`src/rtl/uart_rx_word.sv`:
```
`default_nettype none
// ============================================================================
// Module      : uart_rx_word
// Description : 8N1 UART receiver that pairs consecutive bytes into a 16-bit
//               word. The first good byte is held. The next good byte completes
//               the word, updates data_out and pulses data_valid for one cycle.
//               A low stop bit pulses frame_err and discards everything
//               received so far. A held byte that waits too long for its
//               partner is dropped silently.
// Ports       : clk        - system clock
//               rst        - synchronous, active-high reset
//               rx         - asynchronous serial line, idles high
//               data_out   - last completed word, held between words
//               data_valid - one-cycle pulse when data_out updates
//               frame_err  - one-cycle pulse when a stop bit is sampled low
//               busy       - receiver is mid-frame or holding a first byte
// Revision    : 1.0 - initial release
// ============================================================================
module uart_rx_word #(
    parameter int CLK_FREQ     = 100_000_000,
    parameter int BAUD_RATE    = 115200,
    parameter int BAUD_TICK    = CLK_FREQ / BAUD_RATE,
    parameter bit MSB_FIRST    = 1'b1,
    parameter int TIMEOUT_BITS = 20
) (
    input  logic        clk,
    input  logic        rst,
    input  logic        rx,
    output logic [15:0] data_out,
    output logic        data_valid,
    output logic        frame_err,
    output logic        busy
);

    localparam int c_BAUD_W    = (BAUD_TICK > 1) ? $clog2(BAUD_TICK) : 1;
    localparam int c_TO_CYCLES = TIMEOUT_BITS * BAUD_TICK;
    localparam int c_TO_W      = $clog2(c_TO_CYCLES + 1);

    localparam logic [c_BAUD_W-1:0] c_TICK_LAST = c_BAUD_W'(BAUD_TICK - 1);
    // Preload so the counter reaches its last value BAUD_TICK/2 cycles after
    // the start edge, i.e. the first check lands mid start bit.
    localparam logic [c_BAUD_W-1:0] c_HALF_LOAD = c_BAUD_W'(BAUD_TICK - BAUD_TICK / 2);
    localparam logic [c_TO_W-1:0]   c_TO_LAST   = c_TO_W'(c_TO_CYCLES - 1);

    typedef enum logic [2:0] {
        S_IDLE      = 3'd0,
        S_START     = 3'd1,
        S_DATA      = 3'd2,
        S_STOP      = 3'd3,
        S_WAIT_HIGH = 3'd4
    } state_t;

    state_t              r_state;
    logic                r_sync1;
    logic                r_rxs;
    logic                r_rxs_prev;
    logic [c_BAUD_W-1:0] r_baud_cnt;
    logic [2:0]          r_bit_idx;
    logic [7:0]          r_shift;
    logic                r_held;
    logic [7:0]          r_first;
    logic [c_TO_W-1:0]   r_to_cnt;

    logic w_tick;
    logic w_start_edge;

    assign w_tick       = (r_baud_cnt == c_TICK_LAST);
    assign w_start_edge = !r_rxs && r_rxs_prev;
    assign busy         = (r_state != S_IDLE) || r_held;

    always_ff @(posedge clk) begin
        if (rst) begin
            r_sync1    <= 1'b1;
            r_rxs      <= 1'b1;
            r_rxs_prev <= 1'b1;
            r_state    <= S_IDLE;
            r_baud_cnt <= '0;
            r_bit_idx  <= '0;
            r_shift    <= '0;
            r_held     <= 1'b0;
            r_first    <= '0;
            r_to_cnt   <= '0;
            data_out   <= '0;
            data_valid <= 1'b0;
            frame_err  <= 1'b0;
        end else begin
            r_sync1    <= rx;
            r_rxs      <= r_sync1;
            r_rxs_prev <= r_rxs;
            data_valid <= 1'b0;
            frame_err  <= 1'b0;

            case (r_state)
                S_IDLE: begin
                    // A start edge takes priority over timeout expiry, so a
                    // byte arriving on the expiry cycle still pairs.
                    if (w_start_edge) begin
                        r_state    <= S_START;
                        r_baud_cnt <= c_HALF_LOAD;
                    end else if (r_held) begin
                        if (r_to_cnt == c_TO_LAST) begin
                            r_held   <= 1'b0;
                            r_to_cnt <= '0;
                        end else begin
                            r_to_cnt <= r_to_cnt + c_TO_W'(1);
                        end
                    end
                end

                S_START: begin
                    if (w_tick) begin
                        r_baud_cnt <= '0;
                        if (!r_rxs) begin
                            r_state   <= S_DATA;
                            r_bit_idx <= '0;
                        end else begin
                            // Line went back high: treat as noise.
                            r_state <= S_IDLE;
                        end
                    end else begin
                        r_baud_cnt <= r_baud_cnt + c_BAUD_W'(1);
                    end
                end

                S_DATA: begin
                    if (w_tick) begin
                        r_baud_cnt         <= '0;
                        r_shift[r_bit_idx] <= r_rxs;
                        if (r_bit_idx == 3'd7) begin
                            r_state <= S_STOP;
                        end else begin
                            r_bit_idx <= r_bit_idx + 3'd1;
                        end
                    end else begin
                        r_baud_cnt <= r_baud_cnt + c_BAUD_W'(1);
                    end
                end

                S_STOP: begin
                    if (w_tick) begin
                        r_baud_cnt <= '0;
                        if (r_rxs) begin
                            r_state <= S_IDLE;
                            if (!r_held) begin
                                r_first  <= r_shift;
                                r_held   <= 1'b1;
                                r_to_cnt <= '0;
                            end else begin
                                data_out   <= MSB_FIRST ? {r_first, r_shift} : {r_shift, r_first};
                                data_valid <= 1'b1;
                                r_held     <= 1'b0;
                            end
                        end else begin
                            frame_err <= 1'b1;
                            r_held    <= 1'b0;
                            r_state   <= S_WAIT_HIGH;
                        end
                    end else begin
                        r_baud_cnt <= r_baud_cnt + c_BAUD_W'(1);
                    end
                end

                S_WAIT_HIGH: begin
                    // Sit out a break or stuck-low line before hunting again.
                    if (r_rxs) begin
                        r_state <= S_IDLE;
                    end
                end

                default: r_state <= S_IDLE;
            endcase
        end
    end

endmodule
`default_nettype wire

```
`config.mk`:
```
export PLATFORM = sky130hd
export DESIGN_NAME = uart_rx_word
export DESIGN_NICKNAME = d
export VERILOG_FILES = /design/src/rtl/uart_rx_word.sv
export SDC_FILE = /design/constraint.sdc
export NUM_CORES = 1
export LEC_CHECK = 0
export ABC_CLOCK_PERIOD_IN_PS = 2600
export CAP_MARGIN = 30
export CORE_ASPECT_RATIO = 1.25
export CORE_UTILIZATION = 58
export CTS_CLUSTER_DIAMETER = 30
export CTS_CLUSTER_SIZE = 25
export DETAILED_ROUTE_END_ITERATION = 12
export HOLD_SLACK_MARGIN = 0.06
export PLACE_DENSITY = 0.78
export RECOVER_POWER = 25
export SYNTH_ARGS = -nofsm -noshare
export SYNTH_HDL_FRONTEND = slang
export SYNTH_SLANG_ARGS = --single-unit
```
`constraint.sdc`:
```
create_clock -name clk -period 2.6 [get_ports clk]
set_clock_uncertainty 0.1 [all_clocks]
set_input_delay 0.52 -clock clk [delete_from_list [all_inputs] [get_ports clk]]
set_output_delay 0.52 -clock clk [all_outputs]
set_load 0.005 [all_outputs]
```
### Yosys cells after proc, flatten, opt, wreduce, memory -nomap -nowiden

Index checks and enable logic that the tools add are counted.

* bits in registers: 69
* bits in latches: 0
* bits in writable memories: 0
* memory bits (read-only): 0
* input bits: 3
* output and inout port bits: 19
* memories: 0

* add/sub/neg operators: 3
* $mul: 0
* div/mod/pow operators: 0
* magnitude comparators: 2
* equality and inequality tests: 19
* shift operators: 0
* mux-type cells: 36
* bitwise logic cells: 4
* reductions and logical operators: 20

Operator list (count)
* $mux 15: 6
* $mux 3: 11
* $pmux 15 s2: 1
* $ne 2x2->1 const B: 12
* $mux 10: 2
* $pmux 10 s2: 1
* $add 15x1->15 const B: 1
* $eq 15x15->1 const B: 1
* $pmux 3 s5: 1
* $reduce_and 6->1: 2
* $add 10x1->10 const B: 1
* $eq 10x10->1 const B: 1
* $mux 1: 9
* $bwmux 8: 1
* $reduce_and 4->1: 2
* $eq 3x2->1 const B: 2
* $eq 3x3->1 const B: 2
* $pmux 3 s2: 1
* $reduce_bool 2->1: 3
* $reduce_or 3->1: 2
* $reduce_and 5->1: 1
* $lt 3x4->1 const B: 1
* $not 1->1: 4
* $reduce_and 2->1: 2
* other kinds (13): 14

### Depth between registers and ports, before layout

* word-level depth: 5
* depth in mapped cells: 8

### Least setup slack after synthesis

OpenSTA, ideal clock, no wires.

* kind: register to register
* from: register r_baud_cnt[0]
* to: register r_to_cnt[12]
* setup time: 0.134 ns
* arrival time: 1.693 ns
* data required time: 2.366 ns
* slack: 0.672 ns
* cell stages (with the launch flop): 8
* buffers on the path: 2
* cells stage by stage: dfxtp_1 ha_1 nor2b_1 clkbuf_1 a31oi_1 o31ai_2 buf_4 o221ai_1

* word-level cells in the longest chain between the ends: 3

RTL lines
* start, declared: RTL line 57 `logic [c_BAUD_W-1:0] r_baud_cnt;`
* start signal, assigned: RTL line 99 `r_baud_cnt <= c_HALF_LOAD;`
* start signal, assigned: RTL line 121 `r_baud_cnt <= r_baud_cnt + c_BAUD_W'(1);`
* start signal, assigned: RTL line 135 `r_baud_cnt <= r_baud_cnt + c_BAUD_W'(1);`
* $eq 10x10->1: RTL line 67 `assign w_tick = (r_baud_cnt == c_TICK_LAST);`
* $ne 2x2->1 (no line)
* $reduce_and 6->1 (no line)
* end signal, assigned: RTL line 105 `r_to_cnt <= r_to_cnt + c_TO_W'(1);`
* end, declared: RTL line 62 `logic [c_TO_W-1:0] r_to_cnt;`

Every way passes these cells.
A chain may end at the register's enable or synchronous reset.

### Worst setup path after layout

* from: register r_state[0]
* to: output busy

* word-level cells in the longest chain between the ends: 2

RTL lines
* start, declared: RTL line 53 `state_t r_state;`
* start signal, assigned: RTL line 76 `r_state <= S_IDLE;`
* start signal, assigned: RTL line 98 `r_state <= S_START;`
* start signal, assigned: RTL line 114 `r_state <= S_DATA;`
* $reduce_bool 3->1: RTL line 69 `assign busy = (r_state != S_IDLE) || r_held;`
* $logic_or 1x1->1: RTL line 69
* end, declared: RTL line 32 `output logic busy`

Every way passes these cells.

==> flow_summary_export.csv <==
group,metric,value,unit
clock_tree,ctsResizeCount,0,
die,core,5480,µm²
sta,setup_viol,0,
yosys,synth_fp_nets,406,
sta,worst_slew_pin_slew,0.8408,ns
yosys,synth_compound_area_share,20.80,%
power_and_ir_drop,powerDensity,585.3,nW/µm²
clock_tree,clk_pin_slew,0.07,ns
global_route,grt_use_total,28.38,%
power_and_ir_drop,irDropWorstVdd,0.4460,mV
drt,ant_nets,0,
yosys,synth.distinct_cells,52,
die,die_w,69.68,µm
finish,drive_above_1_share,8.916,%
yosys,synth_top_family_by_area,"simple AND/OR/NAND/NOR gates",
yosys,synth_edf_count,0,
clock_tree,numCtsBuffers,9,
drt,drtIter0Drc,202,
clock_tree,cts_buffer_depth,2,
worst_setup_path,slowest_delay,0.55,ns
finish,fillCellCount,428,
placed_design,post-dp-hpwl,5.225,mm
worst_setup_path,criticalPathCategory,"flip-flop to primary output",
placed_design,dp_slack,0.3713,ns
global_route,grt_overflow_total,0,
sta,fmax,0.4102,GHz
finish,final_common_cell,"dfxtp_1",
sta,fin_crit_sh,93.75,%
worst_setup_path,cp.buffers_inverters,1,
worst_setup_path,critPathArrivalTime,1.82,ns
sta,period_needed,2.438,ns
clock_tree,clock_latency,0.36,ns
yosys,yosysSeqAreaShare,41.60,%
yosys,async_flop_share,0,%
worst_setup_path,critPathTopFamily,"simple AND/OR/NAND/NOR gates",
yosys,yosys.area_share.simple,27.58,%
placed_design,place_congestion,0.8577,
yosys,synthMuxAreaShare,2.411,%
sta,rsz0062_at_grt,"no",
clock_tree,cts-root-buf,"clkbuf_8",
drt,wirelength,7.852,mm
worst_setup_path,endpoint_kind,"primary output",
yosys,syn_inst,399,
finish,area_growth,15.00,%
sta,drv_slew,0,
status,status,"complete, no violations",
power_and_ir_drop,leakagePower,1.309,nW
placed_design,postPlaceCellArea,3573,µm²
yosys,yosysWarnings,0,
finish,final_cell_mix,"dfxtp_1, nand3_1, a21oi_1",
global_route,antenna_found_initial,0,
worst_setup_path,crit_chain,"or4_1 > clkdlybuf4s50_1",
drt,dr.pass1.iters,4,
worst_setup_path,cpMaxStageDelayCell,"or4_1",
die,die_h,86.60,µm
clock_tree,cts.sinks,69,
power_and_ir_drop,power.total,0.002235,W
finish,insertedDiodeCount,0,
drt,vias,3069,
yosys,synth_flop_cell,"dfxtp_1",
clock_tree,cts_hold_buffers,0,
yosys,synth_area,3321,µm²
global_route,grt_pass1_vias,3006,
yosys,synthAdderAreaFrac,1.507,%
clock_tree,cts_tree,"done",
clock_tree,cts_setup_buffers,0,
yosys,synth_xor_area_share,0.5275,%
finish,finalInstanceArea,3819,µm²
flow_run,max-cap-violations,0,
worst_setup_path,rrSetupSlack,0.33,ns
drt,wl_per_cell,16.39,µm
die,dieArea,6034,µm²
sta,worst_slack,0.1624,ns
die,ios,22,
global_route,grt_pass1_wl,13.78,mm
clock_tree,cts.htree.levels,3,
worst_setup_path,critPathRequiredTime,1.98,ns
worst_setup_path,cp_max_fo,15,
finish,final_nets,417,
sta,hold_viol_final,0,
drt,drcViolationCount,0,
sta,timing.slew.headroom,43.94,%
placed_design,port-buffer-count,21,
drt,routed_via_density,6.407,
yosys,ys_seq_elements,69,
die,rows,30,
min_path,hold_path.class,"flip-flop to flip-flop",
sta,finalSetupTns,0,ns
worst_setup_path,worstSetupStartpointType,"flip-flop",
global_route,grt_max_degree,44,
die,initial_core_util,60.59,%
yosys,syn_area_per_cell,8.323,µm²
finish,final_core_utilization,69.68,%
-- sequential cells by signal (all words and copies together), names as in the netlist --
| name | cells |
|---|---|
| r_state | 3 |
| r_rxs | 1 |
| r_shift | 8 |
| data_valid | 1 |
| r_held | 1 |
| data_out | 16 |
| r_baud_cnt | 10 |
| r_to_cnt | 15 |
| r_bit_idx | 3 |
| frame_err | 1 |
| r_sync1 | 1 |
| r_rxs_prev | 1 |
| r_first | 8 |
-- through the flow --
step,std cells,hold WS (ns)
after floorplan,399,0.2895
after global placement,463,0.2996
after detailed placement,463,0.3035
after CTS,479,0.3332
after global routing,479,0.3575
final,479,0.3337
-- area by class of cell --
| class | count | area, µm² | area share [%] |
|---|---|---|---|
| Sequential cell | 69 | 1381 | 36.17 |
| Inverter | 14 | 52.55 | 1.376 |
| Clock buffer | 11 | 141.4 | 3.703 |
| Timing Repair Buffer | 32 | 302.8 | 7.929 |
| Multi-Input combinational cell | 284 | 1754 | 45.94 |
| Tap cell | 64 | 80.08 | 2.097 |
| Clock inverter | 5 | 106.4 | 2.785 |
-- logic make-up after synthesis --
| family | after synthesis |
|---|---|
| DFF | 69 |
| muxes | 8 |
| buffers and inverters | 46 |
| AOI/OAI and AO/OA | 112 |
| and+or+nand+nor | 158 |
| xor gates and xnor gates | 2 |
| adders and majority gates | 4 |
-- report_power, final --
part | internal [W] | switching [W] | leakage [nW]
registers | 0.00107 | 0.0000150 | 0.557
logic | 0.0000258 | 0.0000443 | 0.632
clock network | 0.000667 | 0.000417 | 0.120
-- cells in the mapped netlist, drive strengths merged, types with 4 or more instances --
| cell | count | area [µm²] |
|---|---|---|
| a21oi | 39 | 195.2 |
| a31oi | 7 | 43.79 |
| and3 | 6 | 37.54 |
| buf | 8 | 42.54 |
| clkbuf | 24 | 90.09 |
| dfxtp | 69 | 1381 |
| ha | 4 | 50.05 |
| inv | 14 | 52.55 |
| mux2i | 8 | 80.08 |
| nand2 | 25 | 93.84 |
| nand2b | 4 | 25.02 |
| nand3 | 46 | 235.2 |
| nand4 | 17 | 112.6 |
| nor2 | 12 | 45.04 |
| nor2b | 4 | 25.02 |
| nor3 | 8 | 40.04 |
| nor4 | 6 | 37.54 |
| nor4b | 5 | 58.80 |
| o2111ai | 4 | 35.03 |
| o211ai | 11 | 82.58 |
| o21ai | 29 | 145.1 |
| o221ai | 4 | 35.03 |
-- per-layer routing --
layer	share of wire (%)	global-route usage, %	up-vias
met4	2.5	14.55	0
met3	3.0	4.186	19
met1	44	34.09	1477
met5	0	0	-
li1	-	-	1520
met2	50	49.51	53
-- path summary, 6_finish.rpt --
kind                            depth (start not counted)                     start                        end
worst max-delay path                                    2   r_state[0]$_SDFFE_PP0P_                       busy
worst max register to register                          6  r_to_cnt[0]$_SDFFE_PP0P_  r_to_cnt[14]$_SDFFE_PP0P_
worst min register to register                          1        r_sync1$_SDFF_PP1_           r_rxs$_SDFF_PP1_
worst min-delay path                                    1        r_sync1$_SDFF_PP1_           r_rxs$_SDFF_PP1_
Power figures use the tool's default switching activity.
